==> src/rtl/pkt_pack_pkg.sv <==
// Shared definitions for the pixel word packer: FSM encoding and default
// parameter values.
package pkt_pack_pkg;

  typedef enum logic [1:0] {
    ST_IDLE  = 2'd0,
    ST_READ  = 2'd1,
    ST_DRAIN = 2'd2,
    ST_DONE  = 2'd3
  } state_t;

  localparam int DEF_IN_W      = 32;
  localparam int DEF_RATIO     = 3;
  localparam int DEF_MSB_FIRST = 1;
  localparam int DEF_REQ_EDGE  = 0;
  localparam int DEF_TIMEOUT   = 255;

endpackage

==> src/rtl/req_edge_det.sv <==
// Request edge detector: two-flop register of req, single-cycle trig on the
// selected edge. A req already sitting at its post-trigger level after reset
// is ignored until it has been seen at the pre-trigger level (armed).
module req_edge_det
  import pkt_pack_pkg::*;
#(
  parameter int REQ_EDGE = DEF_REQ_EDGE
) (
  input  logic clk,
  input  logic rst_n,
  input  logic req,
  output logic trig
);

  // Level req must show before an edge counts (1 before a fall, 0 before a rise).
  localparam logic PRE_LVL = (REQ_EDGE == 0) ? 1'b1 : 1'b0;

  logic r0;
  logic r1;
  logic v0;
  logic armed;
  logic edge_raw;

  // Register req twice; v0 marks that r0 holds a real sample, armed marks
  // that the pre-trigger level has been observed since reset.
  always_ff @(posedge clk or negedge rst_n) begin
    if (!rst_n) begin
      r0    <= 1'b0;
      r1    <= 1'b0;
      v0    <= 1'b0;
      armed <= 1'b0;
    end else begin
      r0    <= req;
      r1    <= r0;
      v0    <= 1'b1;
      armed <= armed | (v0 & (r0 == PRE_LVL));
    end
  end

  assign edge_raw = (REQ_EDGE == 0) ? (r1 & ~r0) : (~r1 & r0);
  assign trig     = armed & edge_raw;

endmodule

==> src/rtl/pixel_word_packer.sv <==
// Pixel word packer: on a req edge, reads RATIO words from an upstream FIFO
// and presents them concatenated as one wide word.
//
// Handshake: fifo_rd is a read strobe; fifo_rdata is valid the cycle after
// each fifo_rd. Reads are never issued while fifo_empty is high. out_valid is
// a one-cycle pulse with no back-pressure; out_data holds until the next
// pulse; underrun qualifies the pulse when the word was finished by timeout.
module pixel_word_packer
  import pkt_pack_pkg::*;
#(
  parameter int IN_W      = DEF_IN_W,
  parameter int RATIO     = DEF_RATIO,
  parameter int MSB_FIRST = DEF_MSB_FIRST,
  parameter int REQ_EDGE  = DEF_REQ_EDGE,
  parameter int TIMEOUT   = DEF_TIMEOUT
) (
  input  logic                  clk,
  input  logic                  rst_n,
  output logic                  fifo_rd,
  input  logic [IN_W-1:0]       fifo_rdata,
  input  logic                  fifo_empty,
  input  logic                  req,
  output logic [IN_W*RATIO-1:0] out_data,
  output logic                  out_valid,
  output logic                  underrun,
  output logic                  overrun,
  output logic                  busy,
  output state_t                dbg_state
);

  localparam int OUT_W = IN_W * RATIO;
  localparam int CW    = $clog2(RATIO + 1);
  localparam int TW    = $clog2(TIMEOUT + 1);
  localparam int PW    = $clog2(OUT_W);

  state_t         state;
  logic           trig;
  logic           pending;
  logic           timed_out;
  logic           rd_d;
  logic [CW-1:0]  rd_cnt;
  logic [CW-1:0]  cap_cnt;
  logic [TW-1:0]  stall_cnt;
  logic [OUT_W-1:0] shreg;
  logic [OUT_W-1:0] shreg_next;
  logic           cap_en;
  logic [PW-1:0]  cap_pos;
  logic           stalling;
  logic           last_read;
  logic           timeout_hit;
  int             slot;

  req_edge_det #(.REQ_EDGE(REQ_EDGE)) u_edge (
    .clk   (clk),
    .rst_n (rst_n),
    .req   (req),
    .trig  (trig)
  );

  assign fifo_rd     = (state == ST_READ) & ~fifo_empty & (rd_cnt < CW'(RATIO));
  assign stalling    = (state == ST_READ) & fifo_empty & (rd_cnt < CW'(RATIO));
  assign last_read   = fifo_rd & (rd_cnt == CW'(RATIO - 1));
  assign timeout_hit = stalling & (stall_cnt == TW'(TIMEOUT - 1));
  assign cap_en      = rd_d & (cap_cnt < CW'(RATIO));
  assign dbg_state   = state;

  // Slot placement of the next captured word; first-read word goes on top
  // when MSB_FIRST is set, otherwise at the bottom.
  always_comb begin
    slot       = 0;
    cap_pos    = '0;
    shreg_next = shreg;
    if (cap_en) begin
      slot       = (MSB_FIRST != 0) ? (RATIO - 1 - int'(cap_cnt)) : int'(cap_cnt);
      cap_pos    = PW'(slot * IN_W);
      shreg_next[cap_pos +: IN_W] = fifo_rdata;
    end
  end

  // Control FSM with counters, request queueing and registered outputs.
  always_ff @(posedge clk or negedge rst_n) begin
    if (!rst_n) begin
      state     <= ST_IDLE;
      pending   <= 1'b0;
      timed_out <= 1'b0;
      rd_d      <= 1'b0;
      rd_cnt    <= '0;
      cap_cnt   <= '0;
      stall_cnt <= '0;
      shreg     <= '0;
      out_data  <= '0;
      out_valid <= 1'b0;
      underrun  <= 1'b0;
      overrun   <= 1'b0;
      busy      <= 1'b0;
    end else begin
      out_valid <= 1'b0;
      underrun  <= 1'b0;
      overrun   <= 1'b0;
      rd_d      <= fifo_rd;
      shreg     <= shreg_next;
      if (cap_en) cap_cnt <= cap_cnt + CW'(1);

      // One request may wait while busy; a further one is dropped.
      if (state == ST_IDLE) begin
        if (pending) pending <= trig;
      end else if (trig) begin
        if (pending) overrun <= 1'b1;
        else         pending <= 1'b1;
      end

      case (state)
        ST_IDLE: begin
          if (trig || pending) begin
            state     <= ST_READ;
            busy      <= 1'b1;
            rd_cnt    <= '0;
            cap_cnt   <= '0;
            stall_cnt <= '0;
            shreg     <= '0;
            timed_out <= 1'b0;
          end
        end
        ST_READ: begin
          if (fifo_rd) begin
            rd_cnt    <= rd_cnt + CW'(1);
            stall_cnt <= '0;
          end else if (stalling) begin
            stall_cnt <= stall_cnt + TW'(1);
          end
          if (last_read) begin
            state <= ST_DRAIN;
          end else if (timeout_hit) begin
            state     <= ST_DRAIN;
            timed_out <= 1'b1;
          end
        end
        ST_DRAIN: begin
          state     <= ST_DONE;
          out_valid <= 1'b1;
          out_data  <= shreg_next;
          underrun  <= timed_out;
        end
        ST_DONE: begin
          state <= ST_IDLE;
          busy  <= 1'b0;
        end
        default: state <= ST_IDLE;
      endcase
    end
  end

endmodule

==> config.mk <==
export PLATFORM = sky130hd
export DESIGN_NAME = pixel_word_packer
export DESIGN_NICKNAME = d
export VERILOG_FILES = /design/src/rtl/pkt_pack_pkg.sv /design/src/rtl/req_edge_det.sv /design/src/rtl/pixel_word_packer.sv
export SDC_FILE = /design/constraint.sdc
export NUM_CORES = 1
export LEC_CHECK = 0
export BUFFER_PORTS_ARGS = -buffer_cell sky130_fd_sc_hd__buf_2
export CORE_ASPECT_RATIO = 1.1
export CORE_UTILIZATION = 50
export DETAILED_ROUTE_END_ITERATION = 16
export PLACE_DENSITY = 0.69
export SYNTH_ARGS = -nofsm -noshare
export SYNTH_HDL_FRONTEND = slang
export SYNTH_SLANG_ARGS = --single-unit
==> constraint.sdc <==
create_clock -name clk -period 2.34 [get_ports clk]
set_input_delay 0.351 -clock clk [delete_from_list [all_inputs] [get_ports clk]]
set_output_delay 0.351 -clock clk [all_outputs]
set_load 0.01 [all_outputs]
After elaboration in Yosys (flattened, before gate mapping) --
Cells that the tools add are included.
Word-level totals: input port bits 36, output and inout port bits 103, register bits after elaboration 217, word-level logic and storage cells 92
Cells by class: bitwise operators 13, shifts and indexed selects 2, reduce and logical (&&, ||, !) cells 10, mux-type cells 32, add/subtract/negate cells 5, equal/unequal tests 11, $lt $le $gt $ge 2
Operator list (count):
- 2-to-1 mux 96 bit | 3
- bitwise mux 96 bit | 1
- variable shift 32 x 9 -> 96 bit, first input constant | 1
- indexed part select 32 x 9 -> 96 bit | 1
- 2-to-1 mux 8 bit | 3
- 2-to-1 mux 2 bit | 8
- one-hot mux 8 bit (2 select lines) | 1
- 2-to-1 mux 1 bit | 12
- bitwise AND 1 bit | 10
- negation 7 -> 9 bit | 1
- adder 8 x 1 -> 8 bit, second input constant | 1
- == test 8 bit, second input constant | 1
- one-hot mux 2 bit (4 select lines) | 1
- == test 2 bit, second input constant | 3
- != test 2 bit, second input constant | 3
- != test 3 bit, second input constant | 2
- AND reduction 3 bit | 2
- nonzero test 2 bit | 3
- adder 2 x 1 -> 2 bit, second input constant | 2
- < comparator 2 bit, second input constant | 2
- one-hot mux 1 bit (2 select lines) | 2
- one-hot mux 2 bit (2 select lines) | 1
- AND reduction 2 bit | 2
- AND reduction 4 bit | 1
- 7 further kinds | 8

Longest topological paths before layout --
Gate-level depths: netlist of run 1.
depth after elaboration 7, mapped depth 7, gate-level depth less buffers 6

By module --
Synthesis of run 1 repeated with hierarchy kept, for this count alone.
Unflattened totals: cell total of the unflattened synthesis 757, area total of the unflattened synthesis 8414.3 um2
Modules (own cells, without submodules):
- pixel_word_packer | times used 1, cells each 750, area each 8293.0 um2
- req_edge_det | times used 1, cells each 7, area each 121.4 um2

Least setup slack after synthesis of run 1 --
No wires, ideal clock.
path kind register to register, start reg cap_cnt[0], end reg out_data[65], path slack 0.389 ns, path buffers 1, cell stages (with the launch flop) 8, arrival 1.873 ns, data required time 2.263 ns, library setup time 0.077 ns, cells stage by stage dfrtp_1 > inv_1 > ha_1 > or4_4 > nor2_4 > buf_6 > a22oi_1 > a21oi_1
Between the ends: longest elaborated chain between the ends 5, elaborated cells between the ends (all ways) 8, those cells by class add/sub: 2; order compare: 1; shift: 2; mux: 2; bitwise: 1
RTL lines:
- from (decl) | line pixel_word_packer.sv:42 | logic [CW-1:0] cap_cnt;
- from (signal assigned) | line pixel_word_packer.sv:102 | if (cap_en) cap_cnt <= cap_cnt + CW'(1);
- subtractor 2 bit | line pixel_word_packer.sv:74 | slot = (MSB_FIRST != 0) ? (RATIO - 1 - int'(cap_cnt)) : int'(cap_cnt);
- negation 7 -> 9 bit | line pixel_word_packer.sv:76 | shreg_next[cap_pos +: IN_W] = fifo_rdata;
- indexed part select 32 x 9 -> 96 bit / variable shift 32 x 9 -> 96 bit (equally long branches) | line pixel_word_packer.sv:76
- bitwise mux 96 bit | line pixel_word_packer.sv:76
- 2-to-1 mux 96 bit (*) | line pixel_word_packer.sv:73 | if (cap_en) begin
- to (signal assigned) | line pixel_word_packer.sv:141 | out_data <= shreg_next;
- to (decl) | line pixel_word_packer.sv:23 | output logic [IN_W*RATIO-1:0] out_data,
Every way passes the cells marked *; elsewhere a longest branch is shown, timed or not. A chain may end at the register's enable or synchronous reset.

Worst setup path after layout of run 1 --
start reg state[1], in the netlist dbg_state[1], end out fifo_rd
Between the ends: longest elaborated chain between the ends 3
RTL lines:
- from (decl) | line pixel_word_packer.sv:36 | state_t state;
- from (signal assigned) | line pixel_word_packer.sv:83 | state <= ST_IDLE;
- from (signal assigned) | line pixel_word_packer.sv:115 | state <= ST_READ;
- from (signal assigned) | line pixel_word_packer.sv:132 | state <= ST_DRAIN;
- == test 2 x 1 -> 1 bit | line pixel_word_packer.sv:60 | assign fifo_rd = (state == ST_READ) & ~fifo_empty & (rd_cnt < CW'(RATIO));
- bitwise AND 1 bit (2 in a row) | line pixel_word_packer.sv:60
- to (decl) | line pixel_word_packer.sv:19 | output logic fifo_rd,
No other way between the ends.

==> flow_metrics.py, run 1 <==
metrics = {
    "flow_run": {
        "cap_violations": 0,
    },
    "floorplan": {
        "die_w_um": 125,
        "die_y_um": 137,
        "dieArea_sq_um": 17100,
        "rows": 48,
        "core-area_sq_um": 15900,
        "initial_core_util": 0.520,
        "ioPinCount": 139,
    },
    "setup_path": {
        "crit_slowest_cell": "dfrtp_1",
        "critical_path.cell_chain": "inv_1 -> ha_1 -> nor3b_1 -> buf_4 -> buf_2",
        "cp.buffers_inverters": 3,
        "cp-start-kind": "flop",
        "worstPathArrival_ns": 1.78,
        "cp.required_ns": 1.99,
        "critPathCaptureType": "output port",
        "cp_top_family": "flip-flops",
        "max_stage_delay_ns": 0.44,
        "crit_type": "flop to output port",
        "worst-r2r-setup-slack_ns": 0.23,
        "cp_max_fo": 6,
    },
    "yosys": {
        "syn_nets": 802,
        "syn_inst": 753,
        "async_flop_share": 1.00,
        "synth_top_cells_by_count": "dfrtp_1 (217), nor2_1 (200), a21oi_1 (102)",
        "yosysWarningCount": 0,
        "synth-seq-area-share": 0.656,
        "ys.flop_type": "dfrtp_1",
        "yosysTopAreaCellShare": 0.656,
        "syn_area_per_cell_sq_um": 11.0,
        "synthesis.area_sq_um": 8280,
        "synth_area_leaders": "dfrtp_1 (66%), nor2_1 (9.1%), a22oi_1 (8.7%), a21oi_1 (6.2%), ha_1 (2.0%)",
        "yosysMostFrequentCell": "dfrtp_1",
        "synth_edf_count": 0,
        "synth_area_leader_cell": "dfrtp_1",
        "synthDistinctLibCells": 42,
        "ys_ff_latch": 217,
    },
    "pwr": {
        "ir_worst_vdd_v": 0.00104,
        "power_frac_comb": 0.355,
        "switchingPower_uw": 5090,
        "power.density_nw_per_um2": 1400,
        "internal_power_uw": 9010,
        "sequentialPowerShare": 0.408,
        "p_leak_uw": 0.00493,
        "p_sw_frac": 0.361,
        "pwr-share-clk": 0.238,
    },
    "clock_tree": {
        "cts_tree": "built",
        "numCtsBuffers": 23,
        "path_clk_slew_ns": 0.06,
        "cts_setup_buffers": 0,
        "clk_path_buf_depth": 3,
        "clockRootBuffer": "clkbuf_16",
        "cts.sinks": 217,
        "clk_latency_ns": 0.49,
        "htree_num_levels": 1,
    },
    "placement": {
        "port_buffers": 138,
        "gp_congestion": 0.838,
        "hpwl_mm": 13.0,
    },
    "detailed_routing": {
        "dr_total_vias": 6252,
        "wl_mm": 20.0,
        "ant_nets": 0,
        "drtPass1Iterations": 5,
        "drc_errors": 0,
        "vias_per_cell": 5.68,
        "post_drt_wl_per_cell_um": 18.1,
        "drt-initial-drc-count": 390,
    },
    "sta": {
        "fin_skew_ns": 0.00806,
        "final-setup-viol-count": 0,
        "fin_crit_ns": 2.13,
        "tightest_slew_ns": 0.640,
        "slew_headroom": 0.573,
        "fmax_ghz": 0.470,
        "fin_tns_setup_ns": 0,
        "period_share": 0.909,
        "timing.final.hold_violations": 0,
        "slew_violations": 0,
        "rsz0062_at_grt": "false",
    },
    "final_layout": {
        "drive_above_1_share": 0.223,
        "num_antenna_cells": 0,
        "final_util": 0.631,
        "area_growth_pct": 21.2,
        "nets": 940,
    },
    "global_routing": {
        "grt_overflow_total": 0,
        "grtUsageTotal": 0.237,
        "grt_max_degree": 60,
        "grt_pass1_vias": 6297,
        "grt_pass1_wl_mm": 32.3,
        "antenna_found_initial": 0,
    },
    "outcome": {
        "status": "complete, no violations",
    },
    "min_path": {
        "hold_path_class": "input pin to flop",
    },
}
cells by family after synthesis:
logic type	Yosys count	share of synthesized area
AO/OA/AOI/OAI	220	0.168
other	1	0.000453
multiplexers	1	0.00136
buffers and inverters	58	0.0304
XOR/XNOR	2	0.00212
AND/OR/NAND/NOR	241	0.122
flip-flops	217	0.656
adder cells (fa/ha/maj)	13	0.0196
stage by stage:
| stage | total power (uW) | cells | instance area, sq um | setup WS [ns] | hold WS [ns] |
|---|---|---|---|---|---|
| final | 14100 | 1101 | 10000 | 0.213 | 0.177 |
| after global routing | 15000 | 1101 | 10000 | 0.0811 | 0.183 |
| after CTS | 14200 | 1101 | 10000 | 0.170 | 0.159 |
| after detailed placement | 10800 | 1064 | 9330 | 0.232 | 0.346 |
| after global placement | 10500 | 1064 | 9330 | 0.346 | 0.339 |
| after floorplan | 8680 | 753 | 8280 | 0.389 | 0.0554 |
metal layers:
layer / vias to the layer above / track usage / routed length (um)
li1: 2891 / - / -
met1: 3136 / 0.318 / 8400
met2: 208 / 0.406 / 10000
met3: 17 / 0.0410 / 1310
met4: 0 / 0.0549 / 223
met5: - / 0 / 0
layout make-up:
class / count / area [sq um]
sequential: 217 / 5430
multi-input combinational: 478 / 2630
fill: 1233 / 5870
clock inverter: 3 / 40.0
inverter: 7 / 26.3
clock buffer: 32 / 649
tap: 200 / 250
timing repair buffer: 164 / 1010
worst reg2reg max path: cells and delay by family, from the launching register on:
kind                     cells  cell delay, ns
AND/OR/NAND/NOR              2            0.73
flip-flops                   1            0.40
adder cells (fa/ha/maj)      1            0.33
buffers and inverters        2            0.30
AO/OA/AOI/OAI                2            0.28
layout by cell type (no fill, tap or decap), types with 2 or more instances in the layout:
| cell | synthesis | layout |
|---|---|---|
| nand2b_1 | 2 | 2 |
| nand2_1 | 10 | 10 |
| dfrtp_1 | 217 | 217 |
| a21boi_0 | 4 | 4 |
| nand3b_1 | 4 | 4 |
| clkbuf_1 | 38 | 5 |
| a22oi_1 | 96 | 96 |
| nand3_1 | 2 | 2 |
| o31ai_1 | 3 | 3 |
| buf_2 | 9 | 137 |
| xnor2_1 | 2 | 2 |
| nand4_1 | 2 | 2 |
| inv_1 | 7 | 7 |
| clkbuf_8 | 0 | 5 |
| nor2_1 | 200 | 200 |
| clkbuf_16 | 0 | 23 |
| clkinv_2 | 0 | 2 |
| a21o_1 | 3 | 3 |
| buf_4 | 0 | 15 |
| nor3_1 | 2 | 2 |
| or3_1 | 3 | 3 |
| ha_1 | 13 | 12 |
| and2_1 | 3 | 3 |
| a21oi_1 | 102 | 102 |
| dlygate4sd3_1 | 0 | 2 |
| nor3_4 | 0 | 2 |
| buf_12 | 0 | 9 |
| and4_1 | 2 | 2 |
| o21ai_0 | 5 | 5 |
power by group through the flow:
stage          Sequential (uW)  Clock [uW]  Combinational, uW
6_report                  5740        3350               5000
5_1_grt                   5870        3590               5570
4_1_cts                   5740        3440               5050
3_5_place_dp              5790           0               5020
3_3_place_gp              5730           0               4800
2_1_floorplan             6090           0               2590
state kept, by name, indices dropped and copies added, names as in the netlist, 2 cells and up:
| signal | flops |
|---|---|
| out_data | 96 |
| shreg | 96 |
| stall_cnt | 8 |
| cap_cnt | 2 |
| dbg_state | 2 |
| rd_cnt | 2 |
path summary, 6_finish.rpt:
check / from / end / cells after the start
min: fifo_rdata[23] / shreg[87] / 3
max: dbg_state[1] / fifo_rd / 5
min reg2reg: u_edge.r0 / u_edge.r1 / 0
max reg2reg: cap_cnt[1] / out_data[91] / 7
min in group asynchronous: rst_n / shreg[25] / 2
max in group asynchronous: rst_n / out_data[4] / 3
repair_timing:
action	4_1_cts	5_1_grt
endpoints found under the setup margin	0	0
resized for setup	0	0
hold buffers	2	0
hold endpoints to repair	53	0
Power figures use the tool's default switching activity.
==> run 2, diff against run 1 <==
--- a/config.mk
+++ b/config.mk
@@ -6,10 +6,12 @@
 export NUM_CORES = 1
 export LEC_CHECK = 0
 export BUFFER_PORTS_ARGS = -buffer_cell sky130_fd_sc_hd__buf_2
+export CELL_PAD_IN_SITES_DETAIL_PLACEMENT = 0
+export CELL_PAD_IN_SITES_GLOBAL_PLACEMENT = 2
 export CORE_ASPECT_RATIO = 1.1
-export CORE_UTILIZATION = 50
+export CORE_UTILIZATION = 36
 export DETAILED_ROUTE_END_ITERATION = 16
-export PLACE_DENSITY = 0.69
+export PLACE_DENSITY = 0.76
 export SYNTH_ARGS = -nofsm -noshare
 export SYNTH_HDL_FRONTEND = slang
 export SYNTH_SLANG_ARGS = --single-unit
==> flow_metrics.py, run 2 (synthesized netlist as in run 1, its figures left out) <==
metrics = {
    "outcome": {
        "status": "complete, no violations",
    },
    "detailed_routing": {
        "wl_mm": 20.7,
        "ant_nets": 0,
        "drtPass1Iterations": 6,
        "drc_errors": 0,
        "drt-initial-drc-count": 342,
        "vias_per_cell": 5.12,
        "post_drt_wl_per_cell_um": 17.3,
        "dr_total_vias": 6148,
    },
    "global_routing": {
        "grtUsageTotal": 0.181,
        "grt_pass1_wl_mm": 34.3,
        "grt_overflow_total": 0,
        "antenna_found_initial": 0,
        "grt_max_degree": 62,
        "grt_pass1_vias": 6456,
    },
    "sta": {
        "fin_skew_ns": 0.0134,
        "fin_tns_setup_ns": 0,
        "final-setup-viol-count": 0,
        "slew_violations": 0,
        "layout_setup_ws_ns": 0.183,
        "rsz0062_at_grt": "false",
        "period_share": 0.922,
        "fmax_ghz": 0.464,
        "fin_crit_ns": 2.16,
        "tightest_slew_ns": 0.691,
        "timing.final.hold_violations": 0,
        "slew_headroom": 0.539,
    },
    "clock_tree": {
        "cts_setup_buffers": 0,
        "cts.sinks": 217,
        "path_clk_slew_ns": 0.06,
        "cts_tree": "built",
        "htree_num_levels": 1,
        "clk_path_buf_depth": 3,
        "numCtsBuffers": 23,
        "clockRootBuffer": "clkbuf_16",
        "clk_latency_ns": 0.50,
    },
    "setup_path": {
        "cp-start-kind": "flop",
        "worstPathArrival_ns": 2.57,
        "cp_max_fo": 17,
        "cp.required_ns": 2.75,
        "critPathCaptureType": "flop",
        "crit_type": "flop to flop",
        "rr_worst_depth": 7,
    },
    "flow_run": {
        "cap_violations": 0,
    },
    "placement": {
        "pre_cts_ws_ns": 0.0708,
        "gp_congestion": 0.768,
        "place_area_sq_um": 9390,
        "port_buffers": 138,
        "hpwl_mm": 13.7,
        "place_inst": 1158,
    },
    "min_path": {
        "hold_path_class": "input pin to flop",
        "min_path_cells": 3,
    },
    "floorplan": {
        "die_y_um": 161,
        "initial_core_util": 0.371,
        "dieArea_sq_um": 23600,
        "core-area_sq_um": 22300,
        "rows": 57,
        "die_w_um": 147,
        "ioPinCount": 139,
    },
    "final_layout": {
        "stdcell_count": 1201,
        "stdcell_area_sq_um": 10200,
        "nets": 939,
        "layout_commonest_cell": "dfrtp_1",
        "area_growth_pct": 22.7,
        "num_antenna_cells": 0,
        "final_cell_mix": "dfrtp_1 (216), nor2_1 (200), buf_2 (137), a21oi_1 (102), a22oi_1 (96)",
        "reg_top3": "out_data: 96 flops, shreg: 96 flops, stall_cnt: 8 flops",
        "final_util": 0.455,
        "drive_above_1_share": 0.230,
    },
    "pwr": {
        "power.density_nw_per_um2": 1390,
        "ir_worst_vdd_v": 0.000648,
        "p_leak_uw": 0.00494,
    },
}
[run 2: cell type report]
class | count | area, sq um
fillers | 2136 | 12200
flip-flops and latches | 217 | 5430
multi-input cells | 478 | 2630
repair buffers | 163 | 955
clock buffers | 36 | 714
well taps | 295 | 369
clock inverters | 5 | 31.3
inverters | 7 | 26.3
[run 2: where the power goes]
part	leakage (uW)	switching, uW	internal, uW
combinational	0.00176	3010	1850
sequential	0.00280	696	5050
clock	0.000369	1420	2090
total	0.00494	5120	9000
[run 2: worst paths after layout]
path | start | end | slack, ns
min in group asynchronous | rst_n | shreg[88] | 0.39
worst max-delay path | cap_cnt[0] | out_data[64] | 0.18
worst min-delay path | fifo_rdata[15] | shreg[47] | 0.16
max in group asynchronous | rst_n | out_data[11] | 1.26
worst max register to register | cap_cnt[0] | out_data[64] | 0.18
worst min register to register | u_edge.r0 | u_edge.r1 | 0.42
[run 2: per-stage QoR]
step | hold slack, ns | power, uW
floorplan | 0.0554 | 8680
global placement | 0.354 | 10600
detailed placement | 0.366 | 10700
CTS | 0.152 | 14300
global route | 0.180 | 15200
finish | 0.161 | 14100
[run 2: routing by layer]
| metal | vias up | GRT usage | part of all wire |
|---|---|---|---|
| li1 | 2894 | - | - |
| met1 | 3098 | 0.244 | 0.46 |
| met2 | 137 | 0.301 | 0.48 |
| met3 | 19 | 0.0370 | 0.054 |
| met4 | 0 | 0.0402 | 0.014 |
| met5 | - | 0 | 0 |
[run 2: critical path: stages, from the launching register on]
cell and delay [ns]:
dfrtp_2 0.45, inv_1 0.10, ha_1 0.35, or4_4 0.51
nor2_4 0.10, buf_4 0.26, a22oi_1 0.12, a21oi_1 0.18
[run 2: what timing repair did]
| item | in CTS | in global routing |
|---|---|---|
| setup endpoints to repair | 0 | 29 |
| hold buffers | 2 | 0 |
| endpoints found under the hold margin | 49 | 0 |
| resized for setup | 0 | 1 |
